--- src/rtl/game_timer.sv ---
// Per-round game clock: divides clk into one-second ticks and counts elapsed seconds up to GAME_SECONDS.
// Optional bonus (add_time port) is enabled by defining TIMER_BONUS_EN.
module game_timer #(
    parameter int unsigned CLK_HZ        = 100000000,
    parameter int unsigned GAME_SECONDS  = 30,
    parameter int unsigned BONUS_SECONDS = 3
) (
    input  logic       clk,
    input  logic       rst_n,
    input  logic       start,
    input  logic       pause_toggle,
    input  logic       stop,
`ifdef TIMER_BONUS_EN
    input  logic       add_time,
`endif
    output logic [4:0] elapsed_time,
    output logic       running,
    output logic       sec_tick,
    output logic       time_up
);

    localparam int unsigned PS_W  = (CLK_HZ > 1) ? $clog2(CLK_HZ) : 1;
    localparam int unsigned EL_W  = 5;
    localparam int unsigned SUM_W = EL_W + 1;

    localparam logic [PS_W-1:0]  PS_LAST = PS_W'(CLK_HZ - 1);
    localparam logic [EL_W-1:0]  EL_MAX  = EL_W'(GAME_SECONDS);
    localparam logic [SUM_W-1:0] BONUS   = SUM_W'(BONUS_SECONDS);

    typedef enum logic [1:0] {
        IDLE   = 2'd0,
        RUN    = 2'd1,
        PAUSED = 2'd2,
        DONE   = 2'd3
    } state_t;

    state_t           state_q, state_d;
    logic [PS_W-1:0]  ps_q, ps_d;
    logic [EL_W-1:0]  el_q, el_d;
    logic             running_d, sec_tick_d, time_up_d;
    logic             tick_c;
    logic             add_c;
    logic [SUM_W-1:0] sum_c;

    // Without the bonus feature the add path is tied off and folds away.
`ifdef TIMER_BONUS_EN
    assign add_c = add_time;
`else
    assign add_c = 1'b0;
`endif

    // State and registered outputs.
    always_ff @(posedge clk or negedge rst_n) begin
        if (!rst_n) begin
            state_q  <= IDLE;
            ps_q     <= '0;
            el_q     <= '0;
            running  <= 1'b0;
            sec_tick <= 1'b0;
            time_up  <= 1'b0;
        end else begin
            state_q  <= state_d;
            ps_q     <= ps_d;
            el_q     <= el_d;
            running  <= running_d;
            sec_tick <= sec_tick_d;
            time_up  <= time_up_d;
        end
    end

    assign elapsed_time = el_q;

    // Next-state: stop beats start beats pause_toggle; prescaler advances only in RUN.
    always_comb begin
        state_d    = state_q;
        ps_d       = ps_q;
        el_d       = el_q;
        sec_tick_d = 1'b0;
        time_up_d  = 1'b0;
        sum_c      = '0;
        tick_c     = (state_q == RUN) && (ps_q == PS_LAST);

        if (stop) begin
            state_d = IDLE;
            ps_d    = '0;
            el_d    = '0;
        end else if (start) begin
            state_d = RUN;
            ps_d    = '0;
            el_d    = '0;
        end else begin
            case (state_q)
                RUN: begin
                    ps_d       = tick_c ? '0 : ps_q + PS_W'(1);
                    el_d       = el_q + EL_W'(tick_c);
                    sec_tick_d = tick_c;
                    if (pause_toggle) state_d = PAUSED;
                end
                PAUSED: begin
                    if (pause_toggle) state_d = RUN;
                end
                default: ;
            endcase

            // Bonus subtracts from the post-tick count, saturating at zero.
            if (add_c && (state_q == RUN || state_q == PAUSED)) begin
                sum_c = {1'b0, el_q} + SUM_W'(tick_c);
                el_d  = (sum_c > BONUS) ? EL_W'(sum_c - BONUS) : '0;
            end

            if (state_q == RUN && el_d == EL_MAX) begin
                state_d   = DONE;
                time_up_d = 1'b1;
            end
        end

        running_d = (state_d == RUN);
    end

endmodule

--- config.mk ---
export PLATFORM = sky130hd
export DESIGN_NAME = game_timer
export DESIGN_NICKNAME = d
export VERILOG_FILES = /design/src/rtl/game_timer.sv
export SDC_FILE = /design/constraint.sdc
export NUM_CORES = 1
export LEC_CHECK = 0
export CAP_MARGIN = 20
export CORE_UTILIZATION = 59
export DETAILED_ROUTE_END_ITERATION = 16
export PLACE_DENSITY = 0.79
export SLEW_MARGIN = 40
export SYNTH_ARGS = -nofsm -noshare
export SYNTH_HDL_FRONTEND = slang
export SYNTH_SLANG_ARGS = --single-unit
export TNS_END_PERCENT = 10
--- constraint.sdc ---
create_clock -name clk -period 3.5 [get_ports clk]
set_input_delay 0.35 -clock clk [delete_from_list [all_inputs] [get_ports clk]]
set_output_delay 0.35 -clock clk [all_outputs]
set_load 0.05 [all_outputs]
==> run_results.csv <==
group,metric,value,unit
die,num_rows,21,
place,gp_congestion,0.837,
min_path,hold_class,"in -> async",
global_route,antenna_found_initial,0,
detailed_routing,viasPerCell,6.51,
pwr,p_seq_share,50.9,%
detailed_routing,postRouteAntennaNets,0,
logic_synthesis,synth_nets,227,
critical_path,crit_top_cell,"ha_1",
die,die_area,0.00397,mm²
timing,finalSetupTns,0,ns
place,place_area,0.00232,mm²
timing,period_share,86.3,%
pwr,p_leak,0.900,nW
pwr,comb_power_share,5.4,%
logic_synthesis,ys_warn_count,0,
final_layout,fin_area,0.00244,mm²
critical_path,start_kind,"flip-flop",
die,start_util,63.7,%
job,cap_violations,0,
logic_synthesis,ys_seq_area_share,42.2,%
global_route,grt_start_max_net_pins,38,
critical_path,critPathKind,"reg -> reg",
clock_tree,cts_tree,"done",
critical_path,cp-end-kind,"flip-flop",
logic_synthesis,synth-edff-count,0,
logic_synthesis,syn_avg_cell_area,10.0,µm²
final_layout,antennaDiodeCount,0,
die,core,0.00344,mm²
place,port_buffers,12,
detailed_routing,vias,1817,
critical_path,worstPathMaxFanout,6,
logic_synthesis,netlist_instances,219,
timing,setup_viol,0,
critical_path,crit_arrival,3.20,ns
detailed_routing,firstDrtPassIters,4,
global_route,grt_first_pass_wirelength,8330,µm
clock_tree,cts-resized-gates,0,
critical_path,r2r_cells,10,
critical_path,max_stage_delay,0.41,ns
logic_synthesis,synth_top_area_share,42.2,%
timing,rsz0062_at_grt,"false",
final_layout,nets,240,
logic_synthesis,ys.flop_type,"dfrtp_1",
clock_tree,post_cts_buffers,0,
timing,worst_pin_slew,0.634,ns
place,dp.cells,271,
clock_tree,clk_pin_slew,0.08,ns
critical_path,slowest_stage,"dfrtp_1",
logic_synthesis,synth-seq-cells,37,
logic_synthesis,synth_top_area_cell,"dfrtp_1",
timing,hold_viol_final,0,
timing,maxSlewHeadroom,57.7,%
die,die_h,63.0,µm
detailed_routing,totalWireLength,4780,µm
critical_path,critPathLaunch,"ps_q[0]",
clock_tree,clock_latency,0.29,ns
pwr,p_per_area,349,mW/mm²
clock_tree,clock_sinks,37,
final_layout,drive_above_1_share,18.5,%
final_layout,layoutNonFillerInstCount,279,
pwr,ir_worst_vdd,0.336,mV
clock_tree,cts_made_buffers,5,
final_layout,areaGrowthSynthToFinish,11.1,%
timing,whs,0.471,ns
logic_synthesis,ys_types,50,
logic_synthesis,synth.most_common_cell,"dfrtp_1",
pwr,p_sw,0.194,mW
clock_tree,postCtsHoldBufs,0,
clock_tree,clockBufferDepth,2,
clock_tree,htreeDepth,2,
pwr,p_sw_share,22.8,%
critical_path,timing.rr.start,"ps_q[0]",
detailed_routing,drtIter0Drc,166,
critical_path,crit_chain,"ha_1, and2_1, nand4_2, nor4_1, ha_1, ha_1, xnor2_1, a2111oi_0, a31oi_1, a22o_1",
global_route,overflow,0,
global_route,grt_pass1_vias,1807,
logic_synthesis,netlist_area,0.00219,mm²
pwr,p_total,0.850,mW
detailed_routing,drc,0,
timing,finalClockSkew,0.00924,ns
critical_path,worstPathRequired,3.68,ns
logic_synthesis,synth_area_leaders,"dfrtp_1 42%, a21oi_2 4.8%, o31ai_1 4.4%",
logic_synthesis,netlist_top_cells_count,"37 x dfrtp_1, 22 x nand2_1, 13 x o31ai_1",
detailed_routing,wl_per_cell,17.1,µm
pwr,pwr-share-clk,43.7,%
timing,drv_slew,0,
clock_tree,clock_tree.root_cell,"clkbuf_8",
place,dp_hpwl,3290,µm
timing,min_period,3.02,ns
timing,fmax,331,MHz
pwr,p_int,0.656,mW
logic_synthesis,synthArstFlopShare,100,%
die,die_w,63.0,µm
die,io_pins,13,
global_route,track_usage,26.7,%
status,status,"finished, final reports clean",
## through the flow
stage / worst slack [ns] / utilization (%)
3_3_place_gp: 0.700 / 67.5
2_1_floorplan: 0.881 / -
6_report: 0.481 / 70.8
3_5_place_dp: 0.557 / 67.5
4_1_cts: 0.514 / 70.8
5_1_grt: 0.195 / 70.8
## cells in the final DEF, fill, tap and decap left out, types with 8 or more instances in the layout
cell,n
xor2_1,9
dfrtp_1,37
nor2_1,10
or4_1,11
nand2_1,22
clkdlybuf4s50_1,12
a21oi_1,9
a21oi_2,12
nor2_2,8
nand3_1,10
o31ai_1,13
## registers in the layout, summed over array words and instances, names as in the netlist
signal        count
ps_q             27
elapsed_time      5
time_up           1
state_q           2
running           1
sec_tick          1
## per-layer routing
metal | up-vias | share of wire, % | global-route usage (%)
met5 | - | 0 | 0
met1 | 906 | 44 | 33.2
met2 | 42 | 50 | 44.2
li1 | 857 | - | -
met4 | 0 | 2.0 | 11.3
met3 | 12 | 4.0 | 6.20
## power groups by stage
stage | Clock, mW | Combinational, mW | Sequential, mW
6_report | 0.371 | 0.0463 | 0.433
3_5_place_dp | 0 | 0.0462 | 0.441
2_1_floorplan | 0 | 0.0233 | 0.444
3_3_place_gp | 0 | 0.0436 | 0.440
4_1_cts | 0.376 | 0.0467 | 0.432
5_1_grt | 0.395 | 0.0505 | 0.433
## cells by family (layout without fill, tap and decap cells)
| family | Yosys count | in the layout | synth area share [%] |
|---|---|---|---|
| AOI/OAI and AO/OA | 54 | 54 | 18.8 |
| xor gates and xnor gates | 13 | 13 | 5.19 |
| adders and majority gates | 3 | 3 | 1.71 |
| buffers and inverters | 11 | 25 | 3.42 |
| DFF | 37 | 37 | 42.2 |
| muxes | 1 | 1 | 0.456 |
| and+or+nand+nor | 100 | 100 | 28.2 |
## area by class of cell
type	instances	area, µm²
Fill cell	275	1000
Tap cell	46	57.6
Multi-Input combinational cell	171	1190
Timing Repair Buffer	14	135
Clock buffer	5	68.8
Sequential cell	37	926
Inverter	3	11.3
Clock inverter	3	46.3
## final timing paths
kind                               to  slack, ns
setup / recovery              running       0.48
setup reg to reg              running       0.48
hold / removal               ps_q[16]       0.47
min in group clk             ps_q[15]       0.58
hold reg to reg              ps_q[15]       0.58
max in group asynchronous  state_q[1]       2.69
## worst max-delay path: cells and delay by family (launching register included)
| family | cells | cell delay [ns] |
|---|---|---|
| xor+xnor | 1 | 0.10 |
| flops | 1 | 0.41 |
| compound gates | 3 | 0.76 |
| fa+ha+maj | 3 | 0.75 |
| simple gates | 3 | 0.88 |
Power figures use the tool's default switching activity.
